**src/rtl/uart_tx_engine.sv**
```systemverilog
// uart_tx_engine
// Serial transmit engine of the APB UART. This block reads bytes from the
// TX FIFO through a valid/ready pop and shifts each byte out on tx_o. The
// frame is a start bit, 5..8 data bits sent LSB first, an optional parity
// bit, and one or two stop bits. Popping the FIFO is what lowers the TX
// element count that the interrupt logic watches.
//
// Ports:
//   clk_i         clock
//   rstn_i        asynchronous active-low reset
//   cfg_en_i      transmitter enable; only gates acceptance of new bytes
//   div_i         baud divisor; one bit period is div_i+1 clocks
//   bits_i        data length: 00=5, 01=6, 10=7, 11=8 bits
//   parity_en_i   insert a parity bit
//   parity_even_i 1=even parity, 0=odd parity
//   stop2_i       0=one stop bit, 1=two stop bits
//   tx_data_i     byte at the TX FIFO head
//   tx_valid_i    TX FIFO not empty
//   tx_ready_o    pop strobe to the TX FIFO
//   tx_o          serial line, idle high, driven straight from a flop
//   busy_o        frame in progress
module uart_tx_engine #(
  parameter int DIV_WIDTH = 16
) (
  input  logic                 clk_i,
  input  logic                 rstn_i,
  input  logic                 cfg_en_i,
  input  logic [DIV_WIDTH-1:0] div_i,
  input  logic [1:0]           bits_i,
  input  logic                 parity_en_i,
  input  logic                 parity_even_i,
  input  logic                 stop2_i,
  input  logic [7:0]           tx_data_i,
  input  logic                 tx_valid_i,
  output logic                 tx_ready_o,
  output logic                 tx_o,
  output logic                 busy_o
);

  typedef enum logic [2:0] {IDLE, START, DATA, PARITY, STOP} state_t;

  localparam logic [DIV_WIDTH-1:0] BAUD_ONE = DIV_WIDTH'(1);

  state_t               state;
  logic [DIV_WIDTH-1:0] baud_cnt;
  logic [DIV_WIDTH-1:0] div_lat;
  logic [2:0]           bit_cnt;
  logic [7:0]           data_lat;
  logic [1:0]           bits_lat;
  logic                 par_en_lat;
  logic                 par_even_lat;
  logic                 stop2_lat;
  logic                 tx_q;
  logic                 bit_done;
  logic                 last_data;
  logic                 accept;

  // Parity over only the bits actually sent; odd parity inverts the XOR so
  // the total number of ones on the line matches the selected sense.
  function automatic logic parity_bit(input logic [7:0] d,
                                      input logic [1:0] bl,
                                      input logic       even);
    logic [7:0] mask;
    mask = 8'hFF >> (2'd3 - bl);
    return (^(d & mask)) ^ ~even;
  endfunction

  // Ready is gated by reset as well, so the FIFO sees no pop strobe while
  // the engine is held in reset.
  assign tx_ready_o = (state == IDLE) & cfg_en_i & rstn_i;
  assign busy_o     = (state != IDLE);
  assign tx_o       = tx_q;
  assign accept     = tx_valid_i & tx_ready_o;
  assign bit_done   = (baud_cnt == div_lat);
  assign last_data  = (bit_cnt == (3'd4 + {1'b0, bits_lat}));

  // The next line level is loaded at each bit boundary, so tx_o changes
  // exactly when a new bit period starts and never glitches.
  always_ff @(posedge clk_i or negedge rstn_i) begin
    if (!rstn_i) begin
      state        <= IDLE;
      baud_cnt     <= '0;
      bit_cnt      <= '0;
      div_lat      <= '0;
      data_lat     <= '0;
      bits_lat     <= '0;
      par_en_lat   <= 1'b0;
      par_even_lat <= 1'b0;
      stop2_lat    <= 1'b0;
      tx_q         <= 1'b1;
    end else begin
      case (state)
        IDLE: begin
          baud_cnt <= '0;
          bit_cnt  <= '0;
          if (accept) begin
            data_lat     <= tx_data_i;
            bits_lat     <= bits_i;
            par_en_lat   <= parity_en_i;
            par_even_lat <= parity_even_i;
            stop2_lat    <= stop2_i;
            div_lat      <= div_i;
            state        <= START;
            tx_q         <= 1'b0;
          end else begin
            tx_q <= 1'b1;
          end
        end
        START: begin
          if (bit_done) begin
            baud_cnt <= '0;
            bit_cnt  <= '0;
            state    <= DATA;
            tx_q     <= data_lat[0];
          end else begin
            baud_cnt <= baud_cnt + BAUD_ONE;
          end
        end
        DATA: begin
          if (bit_done) begin
            baud_cnt <= '0;
            if (last_data) begin
              bit_cnt <= '0;
              if (par_en_lat) begin
                state <= PARITY;
                tx_q  <= parity_bit(data_lat, bits_lat, par_even_lat);
              end else begin
                state <= STOP;
                tx_q  <= 1'b1;
              end
            end else begin
              bit_cnt <= bit_cnt + 3'd1;
              tx_q    <= data_lat[bit_cnt + 3'd1];
            end
          end else begin
            baud_cnt <= baud_cnt + BAUD_ONE;
          end
        end
        PARITY: begin
          if (bit_done) begin
            baud_cnt <= '0;
            bit_cnt  <= '0;
            state    <= STOP;
            tx_q     <= 1'b1;
          end else begin
            baud_cnt <= baud_cnt + BAUD_ONE;
          end
        end
        STOP: begin
          // bit_cnt counts stop bits already finished.
          if (bit_done) begin
            baud_cnt <= '0;
            tx_q     <= 1'b1;
            if (stop2_lat && (bit_cnt == 3'd0)) begin
              bit_cnt <= 3'd1;
            end else begin
              bit_cnt <= '0;
              state   <= IDLE;
            end
          end else begin
            baud_cnt <= baud_cnt + BAUD_ONE;
          end
        end
        default: begin
          state    <= IDLE;
          baud_cnt <= '0;
          bit_cnt  <= '0;
          tx_q     <= 1'b1;
        end
      endcase
    end
  end

endmodule

```
**config.mk**
```make
export PLATFORM = sky130hd
export DESIGN_NAME = uart_tx_engine
export DESIGN_NICKNAME = d
export VERILOG_FILES = /design/src/rtl/uart_tx_engine.sv
export SDC_FILE = /design/constraint.sdc
export NUM_CORES = 1
export LEC_CHECK = 0
export BUFFER_PORTS_ARGS = -buffer_cell sky130_fd_sc_hd__buf_2
export CAP_MARGIN = 20
export CORE_UTILIZATION = 57
export DETAILED_ROUTE_END_ITERATION = 6
export PLACE_DENSITY = 0.81
export SYNTH_ARGS = -nofsm -noshare
export SYNTH_HDL_FRONTEND = slang
export SYNTH_SLANG_ARGS = --single-unit
```
**constraint.sdc**
```tcl
create_clock -name clk_i -period 1.99 [get_ports clk_i]
set_clock_uncertainty 0.15 [all_clocks]
set_input_delay 0.199 -clock clk_i [delete_from_list [all_inputs] [get_ports clk_i]]
set_output_delay 0.199 -clock clk_i [all_outputs]
set_load 0.01 [all_outputs]
```
-- Word-level counts from Yosys, hierarchy flattened
Cells that the tools add are included.
- add/sub/neg operators: 4
- order comparisons: 1
- equal/unequal tests: 15
- shifts and indexed selects: 1
- mux-type cells: 26
- bitwise operators: 6
- reduce and logical (&&, ||, !) cells: 12
- operator list (cell ; count):
    $mux 3 ; 12
    $mux 16 ; 2
    $add 16x1->16 const B ; 1
    $eq 16x16->1 ; 1
    $pmux 3 s5 ; 1
    $ne 2x2->1 const B ; 7
    $pmux 3 s3 ; 1
    $and 8x8->8 ; 1
    $mux 1 ; 8
    $reduce_xor 8->1 ; 1
    $shr 8x2->8 const A ; 1
    $reduce_and 7->1 ; 1
    $eq 3x2->1 const B ; 2
    $logic_not 3->1 ; 2
    $reduce_and 3->1 ; 2
    $lt 3x4->1 const B ; 1
    $ne 2x1->1 const B ; 2
    $pmux 1 s4 ; 1
    $reduce_or 2->1 ; 2
    $reduce_or 4->1 ; 1
    $add 3x1->3 const B ; 1
    $add 3x2->3 const A ; 1
    $and 1x1->1 ; 3
    $bmux 1 s3 ; 1
    9 further kinds ; 9
- register bits after elaboration: 52
- output and inout bits: 3
- logic and storage cells: 75

-- Depth between registers and ports, before layout
Gate-level depths: netlist (run 1).
- word-level depth: 9
- gate-level depth with buffers: 7
- mapped depth without buffers: 7

-- Worst setup path after synthesis (run 1)
No wires, ideal clock.
- path type: register -> register
- start: register state[2]
- end: register data_lat[7]
- arrival time: 1.539 ns
- data required time: 1.713 ns
- slack: 0.173 ns
- stages on the path, launching flop included: 7
- path buffers: 2
- period minus slack after synthesis: 1.817 ns
- path through: dfrtp_1 -> nor3_2 -> and3_1 -> nand2_1 -> buf_6 -> buf_6 -> mux2_1
- cells in the longest elaborated chain, start to end: 5
- ends and longest elaborated chain (what ; RTL line ; text):
    start, declared ; 44 ; state_t state;
    start signal, assigned ; 81 ; state <= IDLE;
    start signal, assigned ; 103 ; state <= START;
    start signal, assigned ; 113 ; state <= DATA;
    $logic_not 3->1 ; 70 ; assign tx_ready_o = (state == IDLE) & cfg_en_i & rstn_i;
    $and 1x1->1 (2 in series) ; 70 ;
    named net tx_ready_o ; 35 ; output logic tx_ready_o,
    $and 1x1->1 ; 73 ; assign accept = tx_valid_i & tx_ready_o;
    $reduce_and 2->1 (no line) ; - ;
    end signal, assigned ; 97 ; data_lat <= tx_data_i;
    end, declared ; 48 ; logic [7:0] data_lat;
The timed path passes the listed nets, and every way through them passes these cells.
A chain may end at the register's enable or synchronous reset.

-- Final worst setup path (run 1)
- start: register baud_cnt[9]
- end: register state[1]
- cells in the longest elaborated chain, start to end: 3
- elaborated cells on any way between the ends: 6
- classes of those cells: eq/ne: 5; reduce/logical: 1
- ends and longest elaborated chain (what ; RTL line ; text):
    start, declared ; 45 ; logic [DIV_WIDTH-1:0] baud_cnt;
    start signal, assigned ; 116 ; baud_cnt <= baud_cnt + BAUD_ONE;
    start signal, assigned ; 136 ; baud_cnt <= baud_cnt + BAUD_ONE;
    start signal, assigned ; 146 ; baud_cnt <= baud_cnt + BAUD_ONE;
    $eq 16x16->1 (*) ; 74 ; assign bit_done = (baud_cnt == div_lat);
    $ne 2x2->1 (no line) ; - ;
    $reduce_and 7->1 (no line) (*) ; - ;
Mark *: on every way between the ends. The rest lies on a longest branch, timed or not.

==> results of run 1 <==
[cells in the mapped netlist (4+ instances only)]
library cell / count
mux2_1: 4
nand4_1: 5
a21oi_1: 5
dfrtp_1: 51
inv_1: 8
nand3_1: 6
xnor2_1: 15
o21ai_0: 9
nor2_1: 21
mux2_2: 25
nor4_1: 4
nand2_1: 12
xor2_1: 23
[logic make-up after synthesis]
family,after synthesis,synth area share (%)
compound gates,18,3.95
xor+xnor,38,12.8
fa+ha+maj,3,1.44
buf+inv,13,2.60
flops,52,50.1
mux,35,16.2
simple gates,63,12.9
[metrics by stage]
| stage | cells | TNS [ps] | power (mW) | area [um2] | worst slack, ps |
|---|---|---|---|---|---|
| 6_report | 364 | 0 | 4.38 | 3400 | 89.3 |
| 5_1_grt | 364 | 0 | 4.68 | 3400 | 8.33 |
| 4_1_cts | 361 | 0 | 4.35 | 3360 | 10.9 |
| 2_1_floorplan | 222 | 0 | 3.06 | 2600 | 173 |
| 3_3_place_gp | 323 | 0 | 3.48 | 2950 | 0.299 |
| 3_5_place_dp | 323 | -56.9 | 3.57 | 2950 | -29.5 |
[worst reg2reg max path, delay by kind of cell (launching register included)]
family	cells	cell delay (ps)
AND/OR/NAND/NOR	4	770
flip-flops	1	400
multiplexers	1	310
XOR/XNOR	1	170
[final timing paths]
kind	startpoint	end	slack (ps)	cells after the start
min in group asynchronous	rstn_i	state[0]	380	3
hold reg to reg	tx_o	tx_o	360	2
setup / recovery	baud_cnt[9]	state[1]	90	6
hold / removal	tx_valid_i	tx_o	280	5
max in group asynchronous	rstn_i	div_lat[0]	860	3
setup reg to reg	baud_cnt[9]	state[1]	90	6
[state kept, by name, summed over array words and instances (netlist names)]
signal and flops:
par_even_lat 1, bit_cnt 3, tx_o 1, baud_cnt 16, par_en_lat 1, state 3, data_lat 8, div_lat 16
bits_lat 2, stop2_lat 1
[per-layer routing]
layer  routed length, um  part of all wire [%]  GRT usage [%]
met1                2530                    46           32.9
met2                2710                    50           42.6
met3                 149                   2.7           4.65
met4                  78                   1.4           7.71
met5                   0                     0              0
[final cells by class]
| type | count | area share [%] |
|---|---|---|
| Clock buffer | 6 | 2.14 |
| Clock inverter | 2 | 1.03 |
| Inverter | 8 | 0.884 |
| Multi-Input combinational cell | 157 | 36.8 |
| Sequential cell | 52 | 38.4 |
| Tap cell | 52 | 1.92 |
| Timing Repair Buffer | 87 | 18.9 |
[power breakdown]
part | switching (mW) | leakage, nW | internal [mW] | total [mW]
Clock | 0.347 | 0.0552 | 0.374 | 0.721
Combinational | 0.883 | 0.887 | 1.03 | 1.92
Sequential | 0.303 | 0.660 | 1.44 | 1.75
[timing repair]
| item | CTS | global route |
|---|---|---|
| endpoints found under the setup margin | 2 | 6 |
| hold buffers | 30 | 0 |
| buffers inserted | 0 | 3 |
| hold endpoints to repair | 80 | 0 |
| pin swaps | 0 | 3 |
| resized for setup | 1 | 4 |
==> flow_summary.json, run 1 <==
{
  "finalHoldViolCount": 0,
  "slowest_delay_ps": 400,
  "critPathLaunchType": "register",
  "port-buffer-count": 35,
  "vias": 1939,
  "fp.dieArea_um2": 4840,
  "clkTransAtPathRegs_ps": 100,
  "initial_utilization_pct": 59.3,
  "overflow": 0,
  "wl_per_cell_um": 15.0,
  "cts_max_level": 2,
  "antenna_found_initial": 0,
  "multiInputGateArea_um2": 1250,
  "period_share_pct": 95.5,
  "post-route-min-period_ps": 1900,
  "slew_violations": 0,
  "avgSynthCellArea_um2": 11.7,
  "grt_pass1_vias": 2021,
  "vias_per_cell": 5.33,
  "crit_family": "simple AND/OR/NAND/NOR gates",
  "first_pass_iters": 4,
  "hpwl_mm": 3.46,
  "syn2layout_area_growth_pct": 30.6,
  "max_slew_margin_pct": 57.4,
  "clk_latency_ps": 310,
  "cp.required_ps": 2050,
  "ant_nets": 0,
  "cts.sinks": 52,
  "syn_inst": 222,
  "grt.total_usage_pct": 25.2,
  "coreArea_um2": 4380,
  "ios": 36,
  "cts-root-buf": "clkbuf_8",
  "drv_cap": 0,
  "nets": 347,
  "synth_area_um2": 2600,
  "yosysTopAreaCell": "dfrtp_1",
  "timing.hold.ws_ps": 283,
  "syn_nets": 258,
  "gp_congestion": 0.871,
  "layout_commonest_cell": "dfrtp_1",
  "cts_made_buffers": 5,
  "critPathSlowestCell": "dfrtp_1",
  "power_density_nw_per_um2": 1290,
  "p_leak_nw": 1.60,
  "final_util_pct": 77.5,
  "cp_cell_sequence": "xor2_1 > nor4_2 > nand4_1 > nand3_2 > nand4_4 > mux2_4",
  "die_width_um": 69.5,
  "final_cell_mix": "dfrtp_1, buf_2, dlygate4sd3_1, mux2_2, xor2_1",
  "drt_iter0_drc": 116,
  "status": "complete, no violations",
  "critPathCaptureType": "register",
  "hold_path.class": "in2reg",
  "routed_wl_mm": 5.48,
  "max_freq_mhz": 526,
  "antenna_cells": 0,
  "vdd_drop_max_v": 0.000833,
  "crit_buf_inv": 0,
  "yosysUniqueCellTypes": 36,
  "synthTopCellsByArea": "dfrtp_1, mux2_2, xor2_1",
  "grt_setup_unrepaired": "false",
  "ys_ff_latch": 52,
  "cts_tree": "done",
  "drc": 0,
  "die_h_um": 69.5,
  "grt_max_degree": 53,
  "clk_path_buf_depth": 2,
  "ys_warn_count": 0,
  "yosys_most_used_dff": "dfrtp_1",
  "synth_async_sr_flop_share_pct": 100,
  "tightest_slew_ps": 639,
  "drive_gt1_share_pct": 32.4,
  "synth_edf_count": 0,
  "setup_viol": 0,
  "ys_seq_area_share_pct": 50.1,
  "num-fill-cells": 287,
  "grt_first_pass_wirelength_mm": 9.37,
  "rows": 24,
  "synth_top_area_share_pct": 49.1,
  "critPathKind": "reg2reg",
  "worst_ep_arrival_time_ps": 1960,
  "seqCellArea_um2": 1300,
  "path_max_fanout": 6
}
Power figures use the tool's default switching activity.
==> inputs of run 2 (changes only) <==
--- a/config.mk
+++ b/config.mk
@@ -5,11 +5,12 @@
 export SDC_FILE = /design/constraint.sdc
 export NUM_CORES = 1
 export LEC_CHECK = 0
+export ABC_AREA = 1
 export BUFFER_PORTS_ARGS = -buffer_cell sky130_fd_sc_hd__buf_2
 export CAP_MARGIN = 20
-export CORE_UTILIZATION = 57
+export CORE_UTILIZATION = 58
 export DETAILED_ROUTE_END_ITERATION = 6
-export PLACE_DENSITY = 0.81
+export PLACE_DENSITY = 0.82
 export SYNTH_ARGS = -nofsm -noshare
 export SYNTH_HDL_FRONTEND = slang
 export SYNTH_SLANG_ARGS = --single-unit
==> flow_summary.json, run 2 <==
{
  "vias": 2621,
  "yosysUniqueCellTypes": 32,
  "first_pass_iters": 4,
  "post_cts_buffers": 0,
  "cts.sinks": 52,
  "die_width_um": 72.9,
  "min_delay_path_depth": 3,
  "critPathKind": "reg2reg",
  "synth_async_sr_flop_share_pct": 100,
  "syn_nets": 425,
  "r2r_cells": 9,
  "timing.hold.ws_ps": 6.39,
  "hpwl_mm": 4.46,
  "ios": 36,
  "worst_ep_arrival_time_ps": 1930,
  "coreArea_um2": 4790,
  "yosysTopAreaCell": "dfrtp_1",
  "avgSynthCellArea_um2": 7.50,
  "grt_max_degree": 53,
  "max_slew_margin_pct": 56.7,
  "clk_latency_ps": 320,
  "grt_pass1_vias": 2625,
  "synth_common_cells": "nand2_1, nor2_1, dfrtp_1, inv_1, a21oi_1",
  "post-route-min-period_ps": 1840,
  "path_max_fanout": 4,
  "p_seq_share_pct": 54.9,
  "synth_edf_count": 0,
  "rows": 25,
  "comb_power_share_pct": 7.6,
  "die_h_um": 72.9,
  "drive_gt1_share_pct": 18.8,
  "power.internal_mw": 1.52,
  "critPathLaunchType": "register",
  "routed_wl_mm": 6.54,
  "antenna_cells": 0,
  "finalHoldViolCount": 0,
  "fin_area_um2": 3580,
  "switching_share_pct": 22.7,
  "postPlaceCellArea_um2": 3190,
  "tightest_slew_ps": 649,
  "cts_made_buffers": 5,
  "power_frac_clock_pct": 37.5,
  "final_util_pct": 74.8,
  "overflow": 0,
  "tns_ps": 0,
  "cts-root-buf": "clkbuf_8",
  "clk_path_buf_depth": 2,
  "drv_cap": 0,
  "synth.most_common_cell": "nand2_1",
  "cts_max_level": 2,
  "ys_warn_count": 0,
  "synthTopCellsByArea": "dfrtp_1, nand2_1, nor2_1",
  "clkTransAtPathRegs_ps": 100,
  "power_density_nw_per_um2": 550,
  "r2r_setup_slack_ps": 150,
  "vdd_drop_max_v": 0.000570,
  "p_total_mw": 1.97,
  "yosys_most_used_dff": "dfrtp_1",
  "hold_path.class": "in2reg",
  "p_leak_nw": 1.87,
  "ys_seq_area_share_pct": 44.6,
  "critPathCaptureType": "register",
  "synth_area_um2": 2920,
  "port-buffer-count": 35,
  "status": "complete, no violations",
  "cts_tree": "done",
  "max_freq_mhz": 544,
  "antenna_found_initial": 0,
  "grt_setup_unrepaired": "false",
  "syn2layout_area_growth_pct": 22.7,
  "nets": 493,
  "grt.total_usage_pct": 28.3,
  "power_switching_mw": 0.447,
  "period_share_pct": 92.3,
  "fp.dieArea_um2": 5320,
  "layout_commonest_cell": "nand2_1",
  "ant_nets": 0,
  "initial_utilization_pct": 61.0,
  "syn_inst": 389,
  "final_cell_mix": "nand2_1, nor2_1, dfrtp_1, inv_1",
  "ys_ff_latch": 52,
  "drc": 0,
  "slew_violations": 0,
  "cp.required_ps": 2090,
  "wl_per_cell_um": 12.5,
  "grt_first_pass_wirelength_mm": 11.3,
  "reg_top3": "baud_cnt: 16 flops, div_lat: 16 flops, data_lat: 8 flops",
  "setup_viol": 0,
  "synth_top_area_share_pct": 43.7,
  "vias_per_cell": 4.99,
  "gp_congestion": 0.881,
  "drt_iter0_drc": 211
}
-- run 2: worst paths after layout --
| check | to | from |
|---|---|---|
| max in group asynchronous | state[0] | rstn_i |
| worst max register to register | baud_cnt[14] | baud_cnt[0] |
| worst min register to register | baud_cnt[0] | baud_cnt[0] |
| worst min-delay path | div_lat[13] | div_i[13] |
| worst max-delay path | baud_cnt[14] | baud_cnt[0] |
| min in group asynchronous | div_lat[7] | rstn_i |
-- run 2: final cells by class --
type                       count  area [um2]
clock buffer                   5        68.8
clock inverter                 3        42.5
fill                         357        1200
inverter                      58         218
multi-input combinational    271        1350
sequential                    52        1300
tap                           67        83.8
timing repair buffer          69         513
-- run 2: cells by family after synthesis --
family,after synthesis,share of synthesized area (%)
simple gates,204,31.7
buf+inv,66,9.01
mux,4,1.54
flops,52,44.6
xor+xnor,8,2.40
fa+ha+maj,3,1.29
compound gates,52,9.39
-- run 2: per-layer routing --
layer | part of all wire (%) | wire length, um | vias to the layer above | GRT usage [%]
li1 | - | - | 1353 | -
met1 | 44 | 2880 | 1191 | 36.1
met2 | 50 | 3290 | 63 | 49.0
met3 | 3.2 | 210 | 14 | 4.28
met4 | 2.5 | 161 | 0 | 10.5
met5 | 0 | 0 | - | 0
-- run 2: per-stage QoR --
stage | std cells | worst slack [ps]
2_1_floorplan | 389 | 322
3_3_place_gp | 489 | 285
3_5_place_dp | 489 | 204
4_1_cts | 525 | 159
5_1_grt | 525 | 11.5
6_report | 525 | 153
-- run 2: power by group through the flow --
stage | clock network (mW) | registers, mW | logic, mW
2_1_floorplan | 0 | 1.10 | 0.0426
3_3_place_gp | 0 | 1.10 | 0.101
3_5_place_dp | 0 | 1.10 | 0.106
4_1_cts | 0.753 | 1.08 | 0.147
5_1_grt | 0.785 | 1.08 | 0.169
6_report | 0.738 | 1.08 | 0.150
-- run 2: timing repair --
item,in CTS,in global routing
resized for setup,0,0
endpoints found under the hold margin,78,0
hold buffers,28,0
-- run 2: worst max-delay path, cell delays in order (launching register included) --
cell and delay (ps):
dfrtp_1 410, ha_1 230, nand3_2 120, nor2_2 150, nand2_1 100, nor3_2 220
nand2_1 100, o21ai_1 120, nand2_1 70, nor2_2 80
==> inputs of run 3 (changes only) <==
--- a/config.mk
+++ b/config.mk
@@ -6,11 +6,11 @@
 export NUM_CORES = 1
 export LEC_CHECK = 0
 export ABC_AREA = 1
-export BUFFER_PORTS_ARGS = -buffer_cell sky130_fd_sc_hd__buf_2
 export CAP_MARGIN = 20
-export CORE_UTILIZATION = 58
+export CORE_UTILIZATION = 35
 export DETAILED_ROUTE_END_ITERATION = 6
-export PLACE_DENSITY = 0.82
+export DONT_BUFFER_PORTS = 1
+export PLACE_DENSITY = 0.51
 export SYNTH_ARGS = -nofsm -noshare
 export SYNTH_HDL_FRONTEND = slang
 export SYNTH_SLANG_ARGS = --single-unit
==> flow_summary.json, run 3 (synthesized netlist as in run 2, its figures left out) <==
{
  "status": "complete, no violations",
  "fin_area_um2": 3480,
  "layout_commonest_cell": "nand2_1",
  "r2r_setup_slack_ps": 210,
  "period_share_pct": 89.6,
  "power_density_nw_per_um2": 531,
  "antenna_found_initial": 0,
  "reg_top3": "baud_cnt: 16 flops, div_lat: 16 flops, data_lat: 8 flops",
  "grt_first_pass_wirelength_mm": 11.4,
  "comb_power_share_pct": 6.7,
  "p_leak_nw": 1.77,
  "holdPathEnd": "tx_o",
  "hpwl_mm": 4.54,
  "grt_setup_unrepaired": "false",
  "power_frac_clock_pct": 34.8,
  "ant_nets": 0,
  "r2r-start": "baud_cnt[0]",
  "grt_pass1_vias": 2500,
  "cts_made_buffers": 5,
  "drv_cap": 0,
  "die_width_um": 93.3,
  "wl_per_cell_um": 12.2,
  "tns_ps": 0,
  "rows": 32,
  "first_pass_iters": 4,
  "setup_viol": 0,
  "die_h_um": 93.3,
  "post_cts_buffers": 0,
  "routed_wl_mm": 6.41,
  "r2r-end": "baud_cnt[14]",
  "worst_ep_arrival_time_ps": 1880,
  "r2r_cells": 9,
  "tightest_slew_ps": 313,
  "drive_gt1_share_pct": 12.2,
  "vdd_drop_max_v": 0.000339,
  "grt.total_usage_pct": 16.8,
  "switching_share_pct": 23.4,
  "coreArea_um2": 7890,
  "max_slew_margin_pct": 78.9,
  "num-fill-cells": 775,
  "hold_path.class": "in2reg",
  "dp_slack_ps": 178,
  "grt_max_degree": 55,
  "critPathCaptureType": "register",
  "nets": 460,
  "gp_congestion": 0.843,
  "max_freq_mhz": 561,
  "min_delay_path_depth": 5,
  "final_cell_mix": "nand2_1, nor2_1, dfrtp_1, inv_1, a21oi_1",
  "cp.required_ps": 2090,
  "final_util_pct": 44.1,
  "clk_latency_ps": 310,
  "fin_ws_ps": 207,
  "vias": 2438,
  "cts-root-buf": "clkbuf_8",
  "ios": 36,
  "fp.dieArea_um2": 8710,
  "clkTransAtPathRegs_ps": 100,
  "path_max_fanout": 4,
  "cts_max_level": 2,
  "slew_violations": 0,
  "cts_tree": "done",
  "drc": 0,
  "finalHoldViolCount": 0,
  "power.internal_mw": 1.41,
  "postPlaceCellArea_um2": 3050,
  "cts.sinks": 52,
  "vias_per_cell": 4.63,
  "critPathLaunchType": "register",
  "clk_path_buf_depth": 2,
  "drt_iter0_drc": 69,
  "port-buffer-count": 0,
  "p_seq_share_pct": 58.5,
  "overflow": 0,
  "post-route-min-period_ps": 1780,
  "syn2layout_area_growth_pct": 19.3,
  "antenna_cells": 0,
  "min_from": "tx_valid_i",
  "initial_utilization_pct": 37.0,
  "power_switching_mw": 0.433,
  "critPathKind": "reg2reg"
}
[run 3: cell count changes in the layout (fill, tap and decap cells not counted), sizes merged]
cell         change
clkbuf           +1
clkinv           +1
clkinvlp         -1
buf             -35
bufinv           -1
dlygate4sd3      +2
[run 3: what timing repair did]
| action | in CTS | in global routing |
|---|---|---|
| hold endpoints to repair | 81 | 0 |
| setup endpoints to repair | 0 | 3 |
| hold buffers | 31 | 0 |
| resized for setup | 0 | 2 |
[run 3: critical path: stages, from the launching register on]
cell and delay [ps]:
dfrtp_1 400, ha_1 210, nand3_2 130, nor2_2 140, nand2_1 130, nor3_4 210, nand2_1 100, o21ai_1 130
nand2_1 80, nor2_2 70
[run 3: power groups by stage]
stage,clock network (mW),logic (mW),registers (mW)
after floorplan,0,0.0426,1.10
after global placement,0,0.0503,1.10
after detailed placement,0,0.0513,1.10
after CTS,0.673,0.128,1.08
after global routing,0.710,0.143,1.08
final,0.642,0.125,1.08
[run 3: metrics by stage]
step	instances	hold WS [ps]	power (mW)
floorplan	389	-247	1.14
global route	527	62.2	1.94
detailed placement	488	-244	1.15
global placement	488	-244	1.15
CTS	527	46.8	1.88
finish	527	56.0	1.85
[run 3: worst max path at each step]
stage | from | end | cells after the start
finish | baud_cnt[0] | baud_cnt[14] | 9
global route | bit_cnt[1] | tx_o | 11
CTS | baud_cnt[0] | baud_cnt[14] | 9
detailed placement | baud_cnt[0] | baud_cnt[14] | 9
global placement | baud_cnt[1] | baud_cnt[14] | 9
floorplan | bit_cnt[0] | tx_o | 12
[run 3: area by class of cell]
cell class | count | area [um2] | share of cell area [%]
Tap cell | 102 | 128 | 3.67
Sequential cell | 52 | 1300 | 37.4
Clock inverter | 2 | 10.0 | 0.287
Timing Repair Buffer | 36 | 378 | 10.9
Inverter | 58 | 218 | 6.25
Clock buffer | 6 | 82.6 | 2.37
Multi-Input combinational cell | 271 | 1360 | 39.2
[run 3: layer usage]
layer / GRT usage, % / part of all wire, % / vias up
li1: - / - / 1289
met1: 22.1 / 50 / 1093
met2: 28.1 / 45 / 47
met3: 2.68 / 3.0 / 9
met4: 5.26 / 2.1 / 0
met5: 0 / 0 / -
